<file path="src/rtl/riscv_lsu_if.sv">
// riscv_lsu_if: core-side request/response and data-memory handshake signals of the LSU
interface riscv_lsu_if;
  logic        core_req_i;
  logic        core_we_i;
  logic [2:0]  core_size_i;
  logic [31:0] core_addr_i;
  logic [31:0] core_wd_i;
  logic [31:0] core_rd_o;
  logic        core_stall_o;
  logic        core_err_o;
  logic        mem_req_o;
  logic        mem_we_o;
  logic [3:0]  mem_be_o;
  logic [31:0] mem_addr_o;
  logic [31:0] mem_wd_o;
  logic [31:0] mem_rd_i;
  logic        mem_ready_i;
  modport slave (
    input  core_req_i, core_we_i, core_size_i, core_addr_i, core_wd_i, mem_rd_i, mem_ready_i,
    output core_rd_o, core_stall_o, core_err_o, mem_req_o, mem_we_o, mem_be_o, mem_addr_o, mem_wd_o
  );
  modport master (
    output core_req_i, core_we_i, core_size_i, core_addr_i, core_wd_i, mem_rd_i, mem_ready_i,
    input  core_rd_o, core_stall_o, core_err_o, mem_req_o, mem_we_o, mem_be_o, mem_addr_o, mem_wd_o
  );
endinterface

</file>
<file path="src/rtl/riscv_lsu.sv">
// riscv_lsu: load/store unit bridging core data requests to a word-addressed memory
module riscv_lsu #(
  parameter int unsigned TIMEOUT = 255
) (
  input  logic      clk_i,
  input  logic      rst_i,
  riscv_lsu_if.slave bus
);
  typedef enum logic [1:0] {IDLE, BUSY, DONE} state_t;
  localparam int CW = (TIMEOUT < 2) ? 1 : $clog2(TIMEOUT + 1);
  state_t        state_q, state_d;
  logic [CW-1:0] cnt_q, cnt_d;
  logic          err_q, err_d, we_q, we_d;
  logic [2:0]    size_q, size_d;
  logic [31:0]   addr_q, addr_d, wd_q, wd_d, rd_q, rd_d;
  logic          idle, bad, we, u, req, stall;
  logic [2:0]    size;
  logic [31:0]   addr, wd, ld, mem_wd;
  logic [15:0]   lane;
  logic [3:0]    be;
  // Effective access: live core inputs while IDLE, latched copies afterwards
  always_comb begin
    idle   = state_q == IDLE;
    we     = idle ? bus.core_we_i : we_q;
    size   = idle ? bus.core_size_i : size_q;
    addr   = idle ? bus.core_addr_i : addr_q;
    wd     = idle ? bus.core_wd_i : wd_q;
    u      = size[2];
    bad    = (size[1:0] == 2'd3) | (size[2] & size[1]) | ((size[1:0] == 2'd1) & addr[0]) |
             ((size[1:0] == 2'd2) & (addr[1:0] != 2'd0));
    lane   = 16'(bus.mem_rd_i >> {addr[1:0], 3'b000});
    ld     = size[1] ? bus.mem_rd_i : size[0] ? {{16{~u & lane[15]}}, lane} : {{24{~u & lane[7]}}, lane[7:0]};
    be     = size[1] ? 4'hF : size[0] ? (addr[1] ? 4'b1100 : 4'b0011) : 4'b0001 << addr[1:0];
    mem_wd = size[1] ? wd : size[0] ? {2{wd[15:0]}} : {4{wd[7:0]}};
  end
  // Next-state, latch updates and handshake outputs
  always_comb begin
    state_d = state_q;
    cnt_d   = cnt_q;
    err_d   = err_q;
    we_d    = we_q;
    size_d  = size_q;
    addr_d  = addr_q;
    wd_d    = wd_q;
    rd_d    = rd_q;
    req     = 1'b0;
    stall   = 1'b0;
    unique case (state_q)
      IDLE: if (bus.core_req_i) begin
        stall = 1'b1;
        err_d = bad;
        if (bad) begin
          rd_d    = '0;
          state_d = DONE;
        end else begin
          req    = 1'b1;
          we_d   = bus.core_we_i;
          size_d = bus.core_size_i;
          addr_d = bus.core_addr_i;
          wd_d   = bus.core_wd_i;
          if (bus.mem_ready_i) begin
            rd_d    = we ? rd_q : ld;
            state_d = DONE;
          end else begin
            cnt_d   = CW'(1);
            state_d = BUSY;
          end
        end
      end
      BUSY: begin
        req   = 1'b1;
        stall = 1'b1;
        if (bus.mem_ready_i) begin
          rd_d    = we ? rd_q : ld;
          state_d = DONE;
        end else if (TIMEOUT != 0 && cnt_q == CW'(TIMEOUT)) begin
          err_d   = 1'b1;
          rd_d    = '0;
          state_d = DONE;
        end else if (cnt_q != '1) cnt_d = cnt_q + CW'(1);
      end
      DONE: begin
        err_d   = 1'b0;
        state_d = IDLE;
      end
      default: state_d = IDLE;
    endcase
  end
  // State and latch registers, cleared asynchronously
  always_ff @(posedge clk_i or posedge rst_i) begin
    if (rst_i) begin
      state_q <= IDLE;
      cnt_q   <= '0;
      err_q   <= 1'b0;
      we_q    <= 1'b0;
      size_q  <= '0;
      addr_q  <= '0;
      wd_q    <= '0;
      rd_q    <= '0;
    end else begin
      state_q <= state_d;
      cnt_q   <= cnt_d;
      err_q   <= err_d;
      we_q    <= we_d;
      size_q  <= size_d;
      addr_q  <= addr_d;
      wd_q    <= wd_d;
      rd_q    <= rd_d;
    end
  end
  // Reset gates the handshake at once; memory-side fields are zero when no request is out
  assign bus.mem_req_o    = req & ~rst_i;
  assign bus.core_stall_o = stall & ~rst_i;
  assign bus.core_err_o   = (state_q == DONE) & err_q;
  assign bus.core_rd_o    = rd_q;
  assign bus.mem_we_o     = bus.mem_req_o & we;
  assign bus.mem_be_o     = bus.mem_req_o ? be : 4'h0;
  assign bus.mem_addr_o   = bus.mem_req_o ? {addr[31:2], 2'b00} : '0;
  assign bus.mem_wd_o     = bus.mem_req_o ? mem_wd : '0;
endmodule

</file>
<file path="src/flat_wrapper.sv">
// flat-port wrapper written by rule: the top's interface ports become plain ports
module riscv_lsu_flat 
#(
  parameter int unsigned TIMEOUT = 255
)
  (clk_i, rst_i, bus_core_req_i, bus_core_we_i, bus_core_size_i, bus_core_addr_i, bus_core_wd_i, bus_mem_rd_i, bus_mem_ready_i, bus_core_rd_o, bus_core_stall_o, bus_core_err_o, bus_mem_req_o, bus_mem_we_o, bus_mem_be_o, bus_mem_addr_o, bus_mem_wd_o);
  riscv_lsu_if bus_i ();
  input  logic clk_i;
  input  logic rst_i;
  input wire logic [$bits(bus_i.core_req_i)-1:0] bus_core_req_i;
  input wire logic [$bits(bus_i.core_we_i)-1:0] bus_core_we_i;
  input wire logic [$bits(bus_i.core_size_i)-1:0] bus_core_size_i;
  input wire logic [$bits(bus_i.core_addr_i)-1:0] bus_core_addr_i;
  input wire logic [$bits(bus_i.core_wd_i)-1:0] bus_core_wd_i;
  input wire logic [$bits(bus_i.mem_rd_i)-1:0] bus_mem_rd_i;
  input wire logic [$bits(bus_i.mem_ready_i)-1:0] bus_mem_ready_i;
  output wire logic [$bits(bus_i.core_rd_o)-1:0] bus_core_rd_o;
  output wire logic [$bits(bus_i.core_stall_o)-1:0] bus_core_stall_o;
  output wire logic [$bits(bus_i.core_err_o)-1:0] bus_core_err_o;
  output wire logic [$bits(bus_i.mem_req_o)-1:0] bus_mem_req_o;
  output wire logic [$bits(bus_i.mem_we_o)-1:0] bus_mem_we_o;
  output wire logic [$bits(bus_i.mem_be_o)-1:0] bus_mem_be_o;
  output wire logic [$bits(bus_i.mem_addr_o)-1:0] bus_mem_addr_o;
  output wire logic [$bits(bus_i.mem_wd_o)-1:0] bus_mem_wd_o;
  assign bus_i.core_req_i = bus_core_req_i;
  assign bus_i.core_we_i = bus_core_we_i;
  assign bus_i.core_size_i = bus_core_size_i;
  assign bus_i.core_addr_i = bus_core_addr_i;
  assign bus_i.core_wd_i = bus_core_wd_i;
  assign bus_i.mem_rd_i = bus_mem_rd_i;
  assign bus_i.mem_ready_i = bus_mem_ready_i;
  assign bus_core_rd_o = bus_i.core_rd_o;
  assign bus_core_stall_o = bus_i.core_stall_o;
  assign bus_core_err_o = bus_i.core_err_o;
  assign bus_mem_req_o = bus_i.mem_req_o;
  assign bus_mem_we_o = bus_i.mem_we_o;
  assign bus_mem_be_o = bus_i.mem_be_o;
  assign bus_mem_addr_o = bus_i.mem_addr_o;
  assign bus_mem_wd_o = bus_i.mem_wd_o;
  riscv_lsu #(.TIMEOUT(TIMEOUT)) u_core (.clk_i(clk_i), .rst_i(rst_i), .bus(bus_i));
endmodule
</file>
<file path="config.mk">
export PLATFORM = sky130hd
export DESIGN_NAME = riscv_lsu_flat
export DESIGN_NICKNAME = d
export VERILOG_FILES = /design/src/rtl/riscv_lsu_if.sv /design/src/rtl/riscv_lsu.sv /design/src/flat_wrapper.sv
export SDC_FILE = /design/constraint.sdc
export NUM_CORES = 1
export LEC_CHECK = 0
export BUFFER_PORTS_ARGS = -buffer_cell sky130_fd_sc_hd__buf_4
export CAP_MARGIN = 0
export CORE_ASPECT_RATIO = 2
export CORE_MARGIN = 5
export CORE_UTILIZATION = 30
export DETAILED_ROUTE_END_ITERATION = 10
export GPL_TIMING_DRIVEN = 0
export PLACE_DENSITY_LB_ADDON = 0.15
export SLEW_MARGIN = 20
export SYNTH_ARGS = -nofsm -noshare
export SYNTH_HDL_FRONTEND = slang
export SYNTH_SLANG_ARGS = --single-unit
</file>
<file path="constraint.sdc">
create_clock -name clk_i -period 9 [get_ports clk_i]
set_input_delay 0.9 -clock clk_i [delete_from_list [all_inputs] [get_ports clk_i]]
set_output_delay 0.9 -clock clk_i [all_outputs]
set_load 0.05 [all_outputs]
</file>
# [Word-level counts from Yosys, hierarchy flattened]
# Index checks and enable logic that the tools add are counted.
[op_classes] add_sub_neg=1 n_eq_ne=16 n_shift=2 mux=43 bitwise=15 reduce_logical=9
[op_table] cell="2-to-1 mux 32 bit" count=14
[op_table] cell="one-hot mux 32 bit (2 select lines)" count=1
[op_table] cell="2-to-1 mux 8 bit" count=6
[op_table] cell="right shift 32 x 5 -> 16 bit" count=1
[op_table] cell="2-to-1 mux 4 bit" count=4
[op_table] cell="one-hot mux 8 bit (2 select lines)" count=1
[op_table] cell="2-to-1 mux 2 bit" count=5
[op_table] cell="!= test 2 bit (second input constant)" count=5
[op_table] cell="AND 1 bit" count=9
[op_table] cell="adder 8 x 1 -> 8 bit (second input constant)" count=1
[op_table] cell="== test 8 bit (second input constant)" count=1
[op_table] cell="!= test 8 bit (second input constant)" count=1
[op_table] cell="AND reduction 4 bit" count=2
[op_table] cell="2-to-1 mux 1 bit" count=7
[op_table] cell="AND reduction 7 bit" count=1
[op_table] cell="== test 2 bit (second input constant)" count=3
[op_table] cell="== test 2 x 1 -> 1 bit (second input constant)" count=2
[op_table] cell="!= test 2 x 1 -> 1 bit (second input constant)" count=2
[op_table] cell="one-hot mux 1 bit (2 select lines)" count=2
[op_table] cell="one-hot mux 2 bit (2 select lines)" count=1
[op_table] cell="nonzero test 2 bit" count=2
[op_table] cell="<< shifter 1 x 2 -> 4 bit (first input constant)" count=1
[op_table] cell="2-to-1 mux 3 bit" count=1
[op_table] cell="!= test 3 x 2 -> 1 bit (second input constant)" count=1
[op_table] cell="other kinds (8)" count=12
[word_totals] ff_bits=111 out_inout_bits=104

# [Logic depth before layout (Yosys ltp)]
# Gate-level depths: netlist of run 1.
[logic_depth] word_depth=11 ltp_mapped=11

# [Worst setup path after synthesis of run 1]
# Ideal clock, no wire load.
[synth_timing] kind="input -> output" start="input port bus_core_size_i[0]" end="output port bus_mem_wd_o[19]" t_arrival_ns=3.396 slack_ns=4.704 stages=7 n_path_buf=3 cell_sequence="buf_6 > or4_1 > a21o_1 > buf_6 > a21o_4 > buf_2 > a211oi_1"
[synth_between] elab_chain_len=10 elab_cells_between_ends=14
[synth_rtl] element="from (decl)" line_no="flat_wrapper.sv:12" text="input wire logic [$bits(bus_i.core_size_i)-1:0] bus_core_size_i;"
[synth_rtl] element="2-to-1 mux 3 bit *" line_no="riscv_lsu.sv:25" text="size = idle ? bus.core_size_i : size_q;"
[synth_rtl] element="== test 2 bit / == test 2 x 1 -> 1 bit (equally long branches)" line_no="riscv_lsu.sv:29" text="bad = (size[1:0] == 2'd3) | (size[2] & size[1]) | ((size[1:0] == 2'd1) & addr[0]) |"
[synth_rtl] element="bitwise OR 1 bit / AND 1 bit (equally long branches)" line_no="riscv_lsu.sv:29"
[synth_rtl] element="bitwise OR 1 bit" line_no="riscv_lsu.sv:29"
[synth_rtl] element="bitwise OR 1 bit *" line_no="riscv_lsu.sv:29"
[synth_rtl] element="2-to-1 mux 1 bit *" line_no="riscv_lsu.sv:52" text="if (bad) begin"
[synth_rtl] element="2-to-1 mux 1 bit *" line_no="riscv_lsu.sv:49" text="IDLE: if (bus.core_req_i) begin"
[synth_rtl] element="one-hot mux 1 bit (2 select lines) *" line_no="riscv_lsu.sv:48" text="unique case (state_q)"
[synth_rtl] element="AND 1 bit *" line_no="riscv_lsu.sv:112" text="assign bus.mem_req_o = req & ~rst_i;"
[synth_rtl] element="2-to-1 mux 32 bit *" line_no="riscv_lsu.sv:119" text="assign bus.mem_wd_o = bus.mem_req_o ? mem_wd : '0;"
[synth_rtl] element="to (decl)" line_no="flat_wrapper.sv:24" text="output wire logic [$bits(bus_i.mem_wd_o)-1:0] bus_mem_wd_o;"
# Every way passes the cells marked *; elsewhere a longest branch is shown, timed or not.

# [Final worst setup path of run 1]
[layout_timing] start="register u_core.state_q[0]" end="output port bus_mem_wd_o[30]"
[layout_between] elab_chain_len=11 elab_cells_between_ends=22
[layout_rtl] element="from (decl)" line_no="riscv_lsu.sv:11" text="state_t state_q, state_d;"
[layout_rtl] element="from (signal assigned)" line_no="riscv_lsu.sv:101" text="state_q <= state_d;"
[layout_rtl] element="logical NOT 2 bit" line_no="riscv_lsu.sv:23, riscv_lsu.sv:48"
[layout_rtl] element="2-to-1 mux 3 bit" line_no="riscv_lsu.sv:25"
[layout_rtl] element="== test 2 bit (tied with other cells)" line_no="riscv_lsu.sv:29"
[layout_rtl] element="bitwise OR 1 bit / AND 1 bit (equally long branches)" line_no="riscv_lsu.sv:29"
[layout_rtl] element="bitwise OR 1 bit (2 in a row)" line_no="riscv_lsu.sv:29"
[layout_rtl] element="2-to-1 mux 1 bit" line_no="riscv_lsu.sv:52"
[layout_rtl] element="2-to-1 mux 1 bit" line_no="riscv_lsu.sv:49"
[layout_rtl] element="one-hot mux 1 bit (2 select lines)" line_no="riscv_lsu.sv:48"
[layout_rtl] element="AND 1 bit" line_no="riscv_lsu.sv:112"
[layout_rtl] element="2-to-1 mux 32 bit *" line_no="riscv_lsu.sv:119"
# Marked as above.

==> metrics, run 1 <==
status=finished clean; relative slew slack=33.2%; total wire length=25.1 mm; CP Class=reg -> out; starting density of the core=30.3%; area delta synth->final=32.2%; Slew @ Worst Pin=975 ps; FF-to-FF End=u_core.bus.core_rd_o[27]; register area=0.00278 sq mm; Worst Path Arrival=3470 ps; Peak Freq=229 MHz; Req. time, crit path=8100 ps; RSZ-0062 raised after global routing=false; GRT Total Usage=19.0%; Power Dens Cells=358 mW/mm^2; cell taking the most area after synthesis=dfrtp_1; R2R Setup Slk=6180 ps; gr ovfl total=0; LEAKAGE=4.18 nW; Setup TNS Final=0 ps; busiest grt layer=met2; met1 Resource Use GR=19.2%; Worst Path Max Fanout=10; crit path to=bus_mem_wd_o[30]; initial antenna violation count=1; Netlist Area Pre-Place=0.00687 sq mm; first-pass GRT wire length=38.0 mm; Post-Syn Instances=676; DRT iter0 DRCs=251; Slew Viols, Final=0; max-cap violations=0; ys flop type=dfrtp_1; Final Hold Fails=0; Clock Sinks=111; worst-skew pair later-pin latency=360 ps; fraction of registers with async set/reset=100%; synth cell count leaders=dfrtp_1 (111), mux2_2 (79), nor2_1 (78); Post-Syn Area per Cell=10.2 sq um; Yosys cell types=62; Post-DRT Antenna Nets=0; vias in the first global route=6,728; CTS tree=built; Peak VDD IR=0.152 mV; die area=0.0262 sq mm; Via density=5.27; Wirelength per Cell=21.3 um; port bufs=204; Setup Skew=8.33 ps; CORE AREA=0.0226 sq mm; # rows=78; Worst setup SP type=flop; Die Y=224 um; router iterations before antenna repair=4; sequential element share of the synthesized area=40.4%; Post-layout nets=1,002; cell with the most instances after synthesis=dfrtp_1; Post-synth EDFFs=0; GRT met2 Usage=35.7%; top post-synthesis cells by area=dfrtp_1 (40%), mux2_2 (13%), mux2i_1 (8.4%), nor2_1 (4.3%), a211oi_1 (3.1%); footprint of the multi-input gates=0.00360 sq mm; Ports=208; share of the synthesized area in the top cell type=40.4%; Worst Hold Depth=2; number of hold buffers added after cts=0; largest net degree at the start of global routing=66; total number of vias=6,209; CTS buffer count=9; CTS root buf=clkbuf_16; GR Util met3=4.00%; Fillers=2,354; HPWL after DPL=20.1 mm; clock slew at reported path FFs=80 ps; Post-CTS Setup Bufs=0; min Tclk post-route=4370 ps; Total Power=0.00325 W; Hold/Removal Path Class=reg -> reg; cell count of the worst reg-to-reg path=9; CP Launch Point=u_core.state_q[0]; Die Wd=117 um; htree depth=3; Final setup viols=0; DRC viols=0; Reg-to-Reg Start=u_core.state_q[0]; register bit total from synthesis=111; Synth warnings=0; clk buf depth=2; element type at the critical path end=primary output; ratio of cells with drive above 1 in the final layout=38.9%; # resized after CTS=0; Final GP Congestion=0.840; Final Cycle Share=48.6%
==> cells by family after synthesis <==
family | share of synthesized area, %
AND/OR/NAND/NOR | 11.8
buffers and inverters | 7.36
AO/OA/AOI/OAI | 17.7
multiplexers | 21.7
other | 0.0546
adder cells (fa/ha/maj) | 0.910
flip-flops | 40.4
==> cell type report <==
type	count	area share [%]
Clock inverter	5	0.633
Clock buffer	11	2.56
Multi-Input combinational cell	467	39.6
Antenna cell	1	0.0275
Inverter	41	1.75
Buffer	58	3.87
Timing Repair Buffer	205	17.2
Sequential cell	111	30.6
Tap cell	280	3.86
==> state kept, by name, summed over array words and instances (netlist names) <==
| name | count |
|---|---|
| u_core.addr_q | 32 |
| u_core.we_q | 1 |
| u_core.cnt_q | 8 |
| u_core.wd_q | 32 |
| u_core.bus.core_rd_o | 32 |
| u_core.state_q | 2 |
| u_core.size_q | 3 |
| u_core.err_q | 1 |
==> power by group <==
part / switching (W) / total [W] / internal (W)
sequential: 0.000111 / 0.000826 / 0.000715
clock: 0.000199 / 0.000417 / 0.000218
combinational: 0.00125 / 0.00201 / 0.000757
total: 0.00156 / 0.00325 / 0.00169
==> per-stage QoR <==
step	std cells	instance area [sq um]	hold slack [ps]	util (%)	setup WS (ps)
2_1_floorplan	677	6880	442	-	4700
3_3_place_gp	1161	8760	471	38.7	3270
3_5_place_dp	1162	8790	483	38.8	4920
4_1_cts	1178	9080	501	40.1	4590
5_1_grt	1179	9090	524	40.1	4440
6_report	1179	9090	487	40.1	4630
==> layout by cell type, fill, tap and decap left out, types with 14 or more instances in the layout <==
| master | count |
|---|---|
| buf_4 | 212 |
| dfrtp_1 | 111 |
| mux2_2 | 79 |
| nor2_1 | 78 |
| mux2i_1 | 58 |
| inv_1 | 39 |
| a211oi_1 | 27 |
| clkbuf_1 | 21 |
| buf_2 | 17 |
| nand2_1 | 16 |
| o221ai_1 | 16 |
| o32ai_1 | 16 |
| o22ai_1 | 14 |
==> worst max-delay path, stage by stage (launching register included) <==
cell and delay, ps:
dfrtp_1 420, inv_1 90, ha_1 160, buf_6 150
buf_2 250, mux2i_1 840, clkbuf_1 450, a211oi_1 160
nor3_1 320, buf_4 270
==> worst min path at each step <==
stage / from / to
6_report: u_core.err_q / u_core.err_q
5_1_grt: u_core.wd_q[17] / u_core.wd_q[17]
4_1_cts: u_core.err_q / u_core.err_q
3_5_place_dp: u_core.err_q / u_core.err_q
3_3_place_gp: u_core.err_q / u_core.err_q
2_1_floorplan: u_core.err_q / u_core.err_q
==> metal layers <==
layer	vias up	wire, um
met5	-	0
met4	0	1250
li1	2936	-
met1	2996	8630
met2	221	13500
met3	56	1670
(Power assumes the default switching activity.)
==> run 2, diff against run 1 <==
clock period = 3.7 ns   (was 9 ns; I/O delays follow)
==> metrics, run 2 (synthesized netlist as in run 1, its figures left out) <==
router iterations before antenna repair=4; Hold WS=130 ps; Ports=208; HPWL after DPL=20.1 mm; Worst Path Arrival=3100 ps; cell count of the worst reg-to-reg path=10; Post-layout nets=1,002; Via density=5.23; CORE AREA=0.0226 sq mm; # rows=78; Wirelength per Cell=21.2 um; Slew Viols, Final=0; clock slew at reported path FFs=70 ps; first-pass GRT wire length=38.0 mm; LEAKAGE=4.19 nW; crit-path max cell delay=440 ps; DRT iter0 DRCs=278; Die Wd=117 um; post-route cell area=0.00911 sq mm; Req. time, crit path=3330 ps; CP Class=reg -> out; Die Y=224 um; htree depth=3; starting density of the core=30.3%; Final GP Congestion=0.840; CTS root buf=clkbuf_16; min Tclk post-route=3470 ps; port bufs=204; Cell Area, Placed=0.00879 sq mm; ratio of cells with drive above 1 in the final layout=39.6%; relative slew slack=34.8%; area delta synth->final=32.6%; clk buf depth=2; CP max stage cell=nor2_2; CTS tree=built; Peak Freq=288 MHz; Final Hold Fails=0; GRT Total Usage=19.0%; Setup Skew=8.50 ps; max-cap violations=0; DRC viols=0; FF-to-FF End=u_core.bus.core_rd_o[8]; Power Dens Cells=870 mW/mm^2; total number of vias=6,168; worst-skew pair later-pin latency=360 ps; RSZ-0062 raised after global routing=false; Slew @ Worst Pin=971 ps; largest net degree at the start of global routing=66; vias in the first global route=6,727; total wire length=25.0 mm; R2R Setup Slk=900 ps; Clock Sinks=111; die area=0.0262 sq mm; initial antenna violation count=1; Final setup viols=0; Post-DRT Antenna Nets=0; Worst Path Max Fanout=10; commonest non-fill, non-tap cell in the layout=buf_4; Reg-to-Reg Start=u_core.state_q[0]; most frequent cells in the layout=buf_4 (212), dfrtp_1 (111), mux2_2 (79), nor2_1 (77), mux2i_1 (57); crit path cell chain=inv_1 > ha_1 > buf_6 > buf_2 > nor3b_1 > nor2_2 > clkbuf_2 > nor2_1 > a211oi_1 > buf_4; Peak VDD IR=0.370 mV; element type at the critical path end=primary output; gr ovfl total=0; Final Cycle Share=93.9%; Post-CTS Setup Bufs=0; Setup TNS Final=0 ps; Hold/Removal Path Class=in -> async; CTS buffer count=9; Worst setup SP type=flop; status=finished clean
## run 2: changes by cell type in the layout (fill, tap and decap cells not counted), sizes merged
cell / change
clkbuf: +3
buf: -3
## run 2: worst max-delay path by stage
stage                                  from           endpoint  cells past startpoint
final                     u_core.state_q[0]   bus_mem_wd_o[14]                     10
after global routing      u_core.state_q[0]   bus_mem_wd_o[24]                     11
after CTS                 u_core.state_q[0]   bus_mem_wd_o[14]                     10
after detailed placement  u_core.state_q[0]   bus_mem_wd_o[14]                     10
after global placement                rst_i  u_core.addr_q[30]                      2
after floorplan           u_core.state_q[0]   bus_mem_wd_o[31]                      8
## run 2: critical path, delay by kind of cell, from the launching register on
| family | cells | cell delay, ps |
|---|---|---|
| buffers and inverters | 5 | 1020 |
| AND/OR/NAND/NOR | 3 | 680 |
| AO/OA/AOI/OAI | 1 | 430 |
| flip-flops | 1 | 400 |
| adder cells (fa/ha/maj) | 1 | 200 |
## run 2: metal layers
metal / GRT usage [%] / up-vias / routed length, um
li1: - / 2931 / -
met1: 19.3 / 2983 / 8770
met2: 35.7 / 207 / 13500
met3: 4.00 / 47 / 1570
met4: 9.07 / 0 / 1210
met5: 0 / - / 0
## run 2: per-stage QoR
stage                     instances  setup WS [ps]  util, %  power [W]
after floorplan                 677            284        -    0.00549
after global placement         1161          -1500     38.7    0.00691
after detailed placement       1162            218     38.8    0.00696
after CTS                      1178           57.8     40.1    0.00800
after global routing           1179           5.30     40.2    0.00843
final                          1179            227     40.2    0.00792
## run 2: area by class of cell
cell class	instances	area, sq um
Fill cell	2352	13500
Multi-Input combinational cell	467	3610
Sequential cell	111	2780
Timing Repair Buffer	205	1560
Buffer	58	358
Tap cell	280	350
Clock buffer	11	233
Inverter	41	159
Clock inverter	5	57.6
Antenna cell	1	2.50
## run 2: repair_timing
action                     4_1_cts  5_1_grt
resized for setup                2        8
hold buffers                     0        0
setup endpoints to repair        9        9
## run 2: where the power goes
part / internal, W / switching [W] / total, W
combinational: 0.00186 / 0.00304 / 0.00490
sequential: 0.00174 / 0.000273 / 0.00201
clock: 0.000529 / 0.000485 / 0.00101
==> run 3, diff against run 2 <==
--- a/config.mk
+++ b/config.mk
@@ -11,4 +11,5 @@
 export CORE_MARGIN = 5
 export CORE_UTILIZATION = 30
+export CTS_CLUSTER_DIAMETER = 100
 export DETAILED_ROUTE_END_ITERATION = 10
 export GPL_TIMING_DRIVEN = 0
==> constraint.sdc (replaced) <==
create_clock -name clk_i -period 3.7 [get_ports clk_i]
set_input_delay 0.555 -clock clk_i [delete_from_list [all_inputs] [get_ports clk_i]]
set_output_delay 0.555 -clock clk_i [all_outputs]
set_load 0.05 [all_outputs]
==> metrics, run 3 (synthesized netlist as in run 1, its figures left out) <==
clock slew at reported path FFs=80 ps; total number of vias=6,218; Worst Path Max Fanout=10; most frequent cells in the layout=buf_4 (213), dfrtp_1 (111), mux2_2 (79), nor2_1 (77), mux2i_1 (57); min Tclk post-route=3570 ps; CP max stage cell=dfrtp_1; Wirelength per Cell=21.3 um; LEAKAGE=4.21 nW; CTS buffer count=9; starting density of the core=30.3%; Ports=208; Slew @ Worst Pin=956 ps; Setup Skew=9.29 ps; clk buf depth=2; max-cap violations=0; crit path cell chain=inv_1 > ha_1 > buf_6 > nand2b_1 > buf_2 > and2_1 > clkbuf_1 > clkbuf_2 > a221oi_1 > nor3_1 > buf_4; initial antenna violation count=1; crit-path max cell delay=420 ps; Post-CTS Setup Bufs=0; port bufs=204; Die Wd=117 um; Clock Sinks=111; vias in the first global route=6,729; Worst setup SP type=flop; worst slack at placement=33.0 ps; worst setup margin=127 ps; Post-Layout Cell Count=1,179; Die Y=224 um; Power Dens Cells=871 mW/mm^2; RSZ-0062 raised after global routing=false; Final Hold Fails=0; die area=0.0262 sq mm; largest net degree at the start of global routing=66; DRT iter0 DRCs=280; Post-layout nets=1,002; Final Cycle Share=96.6%; # rows=78; Final setup viols=0; Req. time, crit path=3140 ps; gr ovfl total=0; ratio of cells with drive above 1 in the final layout=40.0%; dpl cells=1,162; Hold/Removal Path Class=in -> async; GRT Total Usage=19.0%; Post-DRT Antenna Nets=0; status=finished clean; CTS root buf=clkbuf_16; DRC viols=0; Peak Freq=280 MHz; CTS tree=built; Final GP Congestion=0.840; CP Class=reg -> out; Via density=5.27; commonest non-fill, non-tap cell in the layout=buf_4; worst-skew pair later-pin latency=360 ps; number of hold buffers added after cts=0; Hold WS=315 ps; Worst Path Arrival=3020 ps; htree depth=3; total wire length=25.2 mm; CORE AREA=0.0226 sq mm; router iterations before antenna repair=4; Peak VDD IR=0.372 mV; relative slew slack=35.8%; Total Power=0.00795 W; element type at the critical path end=primary output; Slew Viols, Final=0; first-pass GRT wire length=38.0 mm; HPWL after DPL=20.1 mm; area delta synth->final=32.8%
-- run 3: where the power goes --
group | internal (W) | leakage (nW) | switching [W]
logic | 0.00187 | 2.69 | 0.00305
registers | 0.00174 | 1.37 | 0.000273
clock network | 0.000529 | 0.144 | 0.000486
total | 0.00414 | 4.21 | 0.00381
-- run 3: routing by layer --
layer  up-vias  share of wire, %  global-route usage [%]
met5         -                 0                       0
met4         0               4.5                    9.15
met3        47               6.3                    3.97
met2       204                54                    35.7
met1      3034                35                    19.3
li1       2933                 -                       -
-- run 3: through the flow --
| stage | utilization, % | setup TNS, ps | instance area (sq um) |
|---|---|---|---|
| CTS | 40.2 | 0 | 9110 |
| floorplan | - | 0 | 6880 |
| detailed placement | 38.8 | 0 | 8790 |
| global route | 40.3 | 0 | 9120 |
| global placement | 38.7 | -185610 | 8760 |
| finish | 40.3 | 0 | 9120 |
-- run 3: worst max-delay path: cells and delay by family, from the launching register on --
| kind | cells | cell delay, ps |
|---|---|---|
| buffers and inverters | 6 | 1420 |
| and+or+nand+nor | 3 | 550 |
| DFF | 1 | 420 |
| adders and majority gates | 1 | 160 |
| AOI/OAI and AO/OA | 1 | 100 |
-- run 3: final timing paths --
kind / from / to / slack, ps / depth (start not counted)
worst min-delay path: rst_i / u_core.state_q[0] / 310 / 2
worst max-delay path: u_core.state_q[0] / bus_mem_wd_o[30] / 130 / 11
min in group clk_i: bus_core_addr_i[25] / u_core.addr_q[25] / 430 / 2
worst min register to register: u_core.err_q / u_core.err_q / 490 / 2
worst max register to register: u_core.state_q[0] / u_core.bus.core_rd_o[8] / 910 / 10
max in group asynchronous: rst_i / u_core.wd_q[7] / 2710 / 3
-- run 3: timing repair --
item | 4_1_cts | 5_1_grt
gates cloned | 0 | 0
pin swaps | 0 | 0
gates resized for setup | 10 | 9
endpoints found under the hold margin | 0 | 0
setup endpoints to repair | 15 | 17
-- run 3: final cells by class --
| type | instances | area (sq um) |
|---|---|---|
| diodes | 1 | 2.50 |
| clock buffers | 11 | 233 |
| inverters | 41 | 159 |
| multi-input cells | 467 | 3620 |
| well taps | 280 | 350 |
| fillers | 2355 | 13500 |
| clock inverters | 5 | 57.6 |
| flip-flops and latches | 111 | 2780 |
| plain buffers | 58 | 367 |
| repair buffers | 205 | 1560 |
